$ cat src/rtl/imm_gen_pipe.sv
// -----------------------------------------------------------------------------
// imm_gen_pipe
//
// RISC-V immediate generator with a 2-entry skid buffer on its output.
// The instruction word is decoded combinationally. The final immediate,
// format code and error flag are then captured in the buffer, so every
// buffered entry already holds its decoded result. The output always
// presents the oldest (main) entry. A second (skid) entry absorbs one extra
// transfer while the consumer stalls, which lets in_ready come straight
// from a register.
//
// Ports
//   clk        in   1     rising-edge clock
//   reset      in   1     asynchronous, active-high reset
//   flush      in   1     synchronous discard of all buffered entries
//   in_valid   in   1     inst_code is valid
//   in_ready   out  1     block accepts inst_code (registered)
//   inst_code  in   32    RV instruction word
//   out_valid  out  1     imm_out / imm_fmt / imm_err are valid
//   out_ready  in   1     consumer accepts the output
//   imm_out    out  XLEN  decoded immediate
//   imm_fmt    out  3     0 NONE, 1 I, 2 S, 3 B, 4 U, 5 J, 6 SHAMT, 7 ZIMM
//   imm_err    out  1     opcode/encoding not supported for this XLEN
//
// XLEN may only be 32 or 64. SHAMT_W follows XLEN and is not meant to be
// overridden on its own.
// -----------------------------------------------------------------------------
module imm_gen_pipe #(
    parameter int XLEN    = 32,
    parameter int SHAMT_W = $clog2(XLEN)
) (
    input  logic            clk,
    input  logic            reset,
    input  logic            flush,
    input  logic            in_valid,
    output logic            in_ready,
    input  logic [31:0]     inst_code,
    output logic            out_valid,
    input  logic            out_ready,
    output logic [XLEN-1:0] imm_out,
    output logic [2:0]      imm_fmt,
    output logic            imm_err
);

    localparam logic [6:0] OPC_LOAD     = 7'b0000011;
    localparam logic [6:0] OPC_OP_IMM   = 7'b0010011;
    localparam logic [6:0] OPC_AUIPC    = 7'b0010111;
    localparam logic [6:0] OPC_OP_IMM32 = 7'b0011011;
    localparam logic [6:0] OPC_STORE    = 7'b0100011;
    localparam logic [6:0] OPC_LUI      = 7'b0110111;
    localparam logic [6:0] OPC_BRANCH   = 7'b1100011;
    localparam logic [6:0] OPC_JALR     = 7'b1100111;
    localparam logic [6:0] OPC_JAL      = 7'b1101111;
    localparam logic [6:0] OPC_SYSTEM   = 7'b1110011;

    localparam logic [2:0] FMT_NONE  = 3'd0;
    localparam logic [2:0] FMT_I     = 3'd1;
    localparam logic [2:0] FMT_S     = 3'd2;
    localparam logic [2:0] FMT_B     = 3'd3;
    localparam logic [2:0] FMT_U     = 3'd4;
    localparam logic [2:0] FMT_J     = 3'd5;
    localparam logic [2:0] FMT_SHAMT = 3'd6;
    localparam logic [2:0] FMT_ZIMM  = 3'd7;

    typedef enum logic [1:0] {
        EMPTY = 2'd0,
        ONE   = 2'd1,
        FULL  = 2'd2
    } state_t;

    // Sign-extension helpers, one per immediate field width.
    function automatic logic [XLEN-1:0] sext12(input logic [11:0] v);
        return XLEN'(signed'(v));
    endfunction

    function automatic logic [XLEN-1:0] sext13(input logic [12:0] v);
        return XLEN'(signed'(v));
    endfunction

    function automatic logic [XLEN-1:0] sext21(input logic [20:0] v);
        return XLEN'(signed'(v));
    endfunction

    function automatic logic [XLEN-1:0] sext32(input logic [31:0] v);
        return XLEN'(signed'(v));
    endfunction

    logic [6:0]      opcode;
    logic [2:0]      funct3;
    logic            is_shift;
    logic [XLEN-1:0] dec_imm_p0;
    logic [2:0]      dec_fmt_p0;
    logic            dec_err_p0;

    assign opcode   = inst_code[6:0];
    assign funct3   = inst_code[14:12];
    assign is_shift = (funct3 == 3'b001) || (funct3 == 3'b101);

    // ---- stage p0: combinational decode of the incoming instruction ----
    always_comb begin
        dec_imm_p0 = '0;
        dec_fmt_p0 = FMT_NONE;
        dec_err_p0 = 1'b0;
        case (opcode)
            OPC_LOAD, OPC_JALR: begin
                dec_imm_p0 = sext12(inst_code[31:20]);
                dec_fmt_p0 = FMT_I;
            end
            OPC_OP_IMM: begin
                if (is_shift) begin
                    dec_imm_p0 = XLEN'(inst_code[20 +: SHAMT_W]);
                    dec_fmt_p0 = FMT_SHAMT;
                    // On RV32 a shamt with bit 5 set is reserved.
                    dec_err_p0 = (XLEN == 32) && inst_code[25];
                end else begin
                    dec_imm_p0 = sext12(inst_code[31:20]);
                    dec_fmt_p0 = FMT_I;
                end
            end
            OPC_OP_IMM32: begin
                if (XLEN == 64) begin
                    if (is_shift) begin
                        // Word shifts only ever use a 5-bit shamt.
                        dec_imm_p0 = XLEN'(inst_code[24:20]);
                        dec_fmt_p0 = FMT_SHAMT;
                    end else begin
                        dec_imm_p0 = sext12(inst_code[31:20]);
                        dec_fmt_p0 = FMT_I;
                    end
                end else begin
                    dec_err_p0 = 1'b1;
                end
            end
            OPC_STORE: begin
                dec_imm_p0 = sext12({inst_code[31:25], inst_code[11:7]});
                dec_fmt_p0 = FMT_S;
            end
            OPC_BRANCH: begin
                dec_imm_p0 = sext13({inst_code[31], inst_code[7], inst_code[30:25],
                                     inst_code[11:8], 1'b0});
                dec_fmt_p0 = FMT_B;
            end
            OPC_LUI, OPC_AUIPC: begin
                dec_imm_p0 = sext32({inst_code[31:12], 12'b0});
                dec_fmt_p0 = FMT_U;
            end
            OPC_JAL: begin
                dec_imm_p0 = sext21({inst_code[31], inst_code[19:12], inst_code[20],
                                     inst_code[30:21], 1'b0});
                dec_fmt_p0 = FMT_J;
            end
            OPC_SYSTEM: begin
                // CSR immediate forms carry a 5-bit zimm in the rs1 field;
                // the other SYSTEM encodings are legal but carry no immediate.
                if (funct3[2]) begin
                    dec_imm_p0 = XLEN'(inst_code[19:15]);
                    dec_fmt_p0 = FMT_ZIMM;
                end
            end
            default: begin
                dec_err_p0 = 1'b1;
            end
        endcase
    end

    // ---- stage p1: 2-entry skid buffer (main presented, skid behind it) ----
    state_t          state_q;
    state_t          state_d;
    logic            in_ready_q;
    logic            in_fire;
    logic            out_fire;
    logic            load_main;
    logic            load_skid;
    logic            move_skid;

    logic [XLEN-1:0] main_imm_p1;
    logic [2:0]      main_fmt_p1;
    logic            main_err_p1;
    logic [XLEN-1:0] skid_imm_p1;
    logic [2:0]      skid_fmt_p1;
    logic            skid_err_p1;

    assign in_fire  = in_valid && in_ready_q;
    assign out_fire = (state_q != EMPTY) && out_ready;

    always_comb begin
        state_d   = state_q;
        load_main = 1'b0;
        load_skid = 1'b0;
        move_skid = 1'b0;
        if (flush) begin
            state_d = EMPTY;
        end else begin
            case (state_q)
                EMPTY: begin
                    if (in_fire) begin
                        load_main = 1'b1;
                        state_d   = ONE;
                    end
                end
                ONE: begin
                    case ({in_fire, out_fire})
                        2'b10: begin
                            load_skid = 1'b1;
                            state_d   = FULL;
                        end
                        2'b01: state_d = EMPTY;
                        2'b11: load_main = 1'b1;
                        default: ;
                    endcase
                end
                FULL: begin
                    // in_ready is low here, so no new entry can arrive.
                    if (out_fire) begin
                        move_skid = 1'b1;
                        state_d   = ONE;
                    end
                end
                default: state_d = EMPTY;
            endcase
        end
    end

    always_ff @(posedge clk or posedge reset) begin
        if (reset) begin
            state_q    <= EMPTY;
            in_ready_q <= 1'b0;
        end else begin
            state_q    <= state_d;
            // Registered ready: it looks ahead at the next state.
            in_ready_q <= (state_d != FULL);
        end
    end

    always_ff @(posedge clk or posedge reset) begin
        if (reset) begin
            main_imm_p1 <= '0;
            main_fmt_p1 <= FMT_NONE;
            main_err_p1 <= 1'b0;
            skid_imm_p1 <= '0;
            skid_fmt_p1 <= FMT_NONE;
            skid_err_p1 <= 1'b0;
        end else begin
            if (load_main) begin
                main_imm_p1 <= dec_imm_p0;
                main_fmt_p1 <= dec_fmt_p0;
                main_err_p1 <= dec_err_p0;
            end else if (move_skid) begin
                main_imm_p1 <= skid_imm_p1;
                main_fmt_p1 <= skid_fmt_p1;
                main_err_p1 <= skid_err_p1;
            end
            if (load_skid) begin
                skid_imm_p1 <= dec_imm_p0;
                skid_fmt_p1 <= dec_fmt_p0;
                skid_err_p1 <= dec_err_p0;
            end
        end
    end

    assign in_ready  = in_ready_q;
    assign out_valid = (state_q != EMPTY);
    assign imm_out   = main_imm_p1;
    assign imm_fmt   = main_fmt_p1;
    assign imm_err   = main_err_p1;

endmodule

$ cat config.mk
export PLATFORM = sky130hd
export DESIGN_NAME = imm_gen_pipe
export DESIGN_NICKNAME = d
export VERILOG_FILES = /design/src/rtl/imm_gen_pipe.sv
export SDC_FILE = /design/constraint.sdc
export NUM_CORES = 1
export LEC_CHECK = 0
export ABC_AREA = 0
export CORE_MARGIN = 1.5
export CORE_UTILIZATION = 53
export CTS_BUF_LIST = sky130_fd_sc_hd__clkbuf_4 sky130_fd_sc_hd__clkbuf_8
export CTS_CLUSTER_DIAMETER = 40
export DETAILED_ROUTE_END_ITERATION = 12
export HOLD_SLACK_MARGIN = 0.08
export PLACE_DENSITY = 0.81
export SLEW_MARGIN = 20
export SYNTH_ARGS = -nofsm -noshare
export SYNTH_HDL_FRONTEND = slang
export SYNTH_SLANG_ARGS = --single-unit
$ cat constraint.sdc
create_clock -name clk -period 3.3 [get_ports clk]
set_input_delay 0.66 -clock clk [delete_from_list [all_inputs] [get_ports clk]]
set_output_delay 0.66 -clock clk [all_outputs]
set_load 0.02 [all_outputs]
==> summary.md <==
| Metric | Value |
|---|---|
| Status | complete, no violations |
| H-tree depth | 3 |
| Power per Cell Area | 437.3 nW/um2 |
| Adder-Cell Fraction of Synth Area | 0% |
| Crit-path cells | clkdlybuf4s50_1 -> and4bb_2 -> nand2_1 -> a21oi_1 -> a221o_1 |
| FF-to-FF setup slack | 1160 ps |
| Post-synthesis compound-gate area fraction | 21.55% |
| CTS buffer count | 9 |
| Fin crit period | 2491 ps |
| Die Span Y | 86.34 um |
| Synthesized area | 3681 um2 |
| DR vias | 3132 |
| Area grow syn2layout | 27.53% |
| Syn Inst Count | 342 |
| Final setup fails | 0 |
| Rel. slew slack | 49.47% |
| Hold Buf Count CTS | 0 |
| Ys flop type | dfrtp_1 |
| Vias in the first global route | 3042 |
| Drt drc | 0 |
| Yosys cell types | 54 |
| CP Max Fanout | 10 |
| Share of layout cells above drive strength 1 | 11.54% |
| XOR/XNOR Fraction of Synth Area | 0.4759% |
| Max Cap Violations | 0 |
| Sink Count | 75 |
| Worst EP arrival | 2780 ps |
| Antenna viol nets, final | 0 |
| Final Wtd Congestion | 0.9085 |
| Post-route cell area | 4695 um2 |
| Placed instance area | 4506 um2 |
| Total grt overflow | 0 |
| Die ar. | 7455 um2 |
| Worst Hold Class | reg2reg |
| Initial antenna violation count | 0 |
| Largest family of logic cells by synthesized area | compound AO/OA/AOI/OAI gates |
| Wire length per cell | 19.57 um |
| Drt via density | 6.315 |
| Chip width | 86.34 um |
| Worst Setup Start Kind | input port |
| IO Count | 75 |
| CP Capture Type | register |
| RSZ-0062 raised after global routing | no |
| Slowest CP cell | a21oi_1 |
| Syn Nets | 379 |
| Reg clk slew, reported paths | 90 ps |
| Final WL | 9707 um |
| Crit Path Class | in2reg |
| Slew @ Worst Pin | 757.9 ps |
| Leakage Power | 1.958 nW |
| Critical Path End | imm_out[13]$_DFFE_PP0P_ |
| Seq/Total Area, Yosys | 50.99% |
| Post-CTS Setup Inserts | 0 |
| Asr flop ratio synth | 100.0% |
| Total track usage | 27.27% |
| Layout fillers | 548 |
| Final period util | 75.49% |
| Number of synthesized flops with an enable pin | 0 |
| R2r worst-path depth | 4 |
| Warning count from the yosys run | 0 |
| Post-cts resize count | 0 |
| Starting density of the core | 54.48% |
| Seq. cell area | 1877 um2 |
| FMAX | 0.4014 GHz |
| CP Data Required Time | 3580 ps |
| Synth Area in Simple Gates | 15.02% |
| Antenna cell count | 0 |
| Core ar. | 6756 um2 |
| Final Max Slew Viols | 0 |
| Clock root buffer | clkbuf_8 |
| R2R Path End | imm_out[13]$_DFFE_PP0P_ |
| Mux share of post-synthesis cell area | 7.682% |
| CP Launch Point | flush |
| Final setup TNS | 0 ps |
| Final hold vios | 0 |
| Seq cells post-synth | 75 |
| Area occupied by multi-input gates | 1647 um2 |
| R2R Path Start | state_q[1]$_DFF_PP0_ |
| Worst Hold Depth | 2 |
| Syn Area/Cell | 10.76 um2 |
| Port buffer count | 74 |
| Crit-path max cell delay | 690 ps |
| First-pass GRT wire length | 15600 um |
| Largest net degree at the start of global routing | 76 |
| Clock Skew | 11.66 ps |
| Nets | 449 |
| Clock tree buffer depth | 2 |
| Initial DRC Count | 194 |
| Hpwl dp | 6639 um |
| Detailed Routing Iterations Pass 1 | 4 |
| Worst IR Drop VDD | 0.3306 mV |
| Site row count | 30 |
| Clock latency on the worst-skew pair | 360 ps |
| TritonCTS clock tree | done |
metal layers:
layer,up-vias,GRT usage (%),wire (um)
met5,-,0,0
met4,0,8.504,165
met3,12,5.714,514
met2,118,41.62,4664
met1,1558,39.32,4362
li1,1444,-,-
cells by family after synthesis:
kind of cell | count (synthesis)
and+or+nand+nor | 103
AOI/OAI and AO/OA | 101
DFF | 75
buffers and inverters | 34
muxes | 27
xor gates and xnor gates | 2
sequential cells by signal (all words and copies together) (netlist names):
name / count
state_q: 2
imm_out: 32
skid_fmt_p1: 3
skid_err_p1: 1
skid_imm_p1: 32
in_ready: 1
imm_err: 1
imm_fmt: 3
report_power, final:
| part | internal [mW] | leakage (nW) | switching [mW] |
|---|---|---|---|
| sequential | 0.977 | 1.01 | 0.0324 |
| combinational | 0.161 | 0.848 | 0.176 |
| clock | 0.346 | 0.0955 | 0.359 |
metrics by stage:
step	util (%)	setup WS (ps)	hold WS (ps)	power, mW	std cells
3_5_place_dp	66.69	471.8	477.0	1.364	481
4_1_cts	69.48	828.3	495.6	2.060	496
6_report	69.48	808.7	494.3	2.053	496
2_1_floorplan	-	730.0	450.2	1.199	342
5_1_grt	69.48	719.1	518.9	2.130	496
3_3_place_gp	66.69	500.2	465.6	1.356	481
worst min-delay path by stage:
stage / startpoint / slack (ps) / end
after CTS: skid_err_p1$_DFFE_PP0P_ / 500 / skid_err_p1$_DFFE_PP0P_
final: skid_imm_p1[3]$_DFFE_PP0P_ / 490 / skid_imm_p1[3]$_DFFE_PP0P_
after detailed placement: skid_imm_p1[3]$_DFFE_PP0P_ / 480 / skid_imm_p1[3]$_DFFE_PP0P_
after floorplan: skid_err_p1$_DFFE_PP0P_ / 450 / skid_err_p1$_DFFE_PP0P_
after global placement: skid_fmt_p1[2]$_DFFE_PP0P_ / 470 / skid_fmt_p1[2]$_DFFE_PP0P_
after global routing: skid_fmt_p1[2]$_DFFE_PP0P_ / 520 / skid_fmt_p1[2]$_DFFE_PP0P_
synth_stat cells (2+ instances only):
cell       instances  area share [%]
a221o_1           16             4.4
a222oi_1           4             1.1
o211ai_1          11             2.2
o21ai_0           15             2.0
inv_1              7            0.71
o311ai_1           2            0.48
nor2_1             6            0.61
a21oi_1           11             1.5
a2111oi_0          2            0.48
and4bb_2           3             1.0
buf_4              2            0.41
a2bb2oi_1          2            0.48
dfrtp_1           75              51
a22o_1             6             1.4
mux2i_1           17             4.6
o31a_1             2            0.48
a31oi_1            4            0.68
clkbuf_1          10             1.0
nand2b_1           2            0.34
a211oi_4           2             1.1
nand3_1           33             4.5
nor2b_1            9             1.5
buf_1              2            0.20
a211oi_1           6             1.2
or2_2              2            0.34
and2_1             5            0.85
o2bb2ai_1          6             1.4
mux2_2            10             3.1
a22oi_1            4            0.82
buf_2             12             1.6
nand2_1           27             2.8
nor3_1             5            0.68
worst max-delay path: cells and delay by family:
| kind | cells | cell delay [ps] |
|---|---|---|
| AO/OA/AOI/OAI | 2 | 970 |
| AND/OR/NAND/NOR | 2 | 690 |
| buffers and inverters | 1 | 450 |
placed cells by master, fill, tap and decap left out, drive strengths merged, types with 3 or more instances in the layout:
| cell type | instances |
|---|---|
| a211oi | 8 |
| a21oi | 11 |
| a221o | 16 |
| a222oi | 4 |
| a22o | 6 |
| a22oi | 4 |
| a31oi | 4 |
| and2 | 5 |
| and4bb | 3 |
| buf | 12 |
| clkbuf | 9 |
| clkdlybuf4s50 | 74 |
| clkinv | 3 |
| dfrtp | 75 |
| inv | 8 |
| mux2 | 10 |
| mux2i | 17 |
| nand2 | 28 |
| nand3 | 33 |
| nor2 | 7 |
| nor2b | 9 |
| nor3 | 6 |
| o211ai | 11 |
| o21ai | 16 |
| o2bb2ai | 6 |
| o311ai | 3 |
final cells by class:
cell class              instances  share of cell area (%)
repair buffers                 86                   18.23
well taps                      80                   2.132
flip-flops and latches         75                   39.98
clock buffers                   9                   2.639
multi-input cells             233                   35.07
clock inverters                 6                   1.386
inverters                       7                  0.5597
Power figures use the tool's default switching activity.
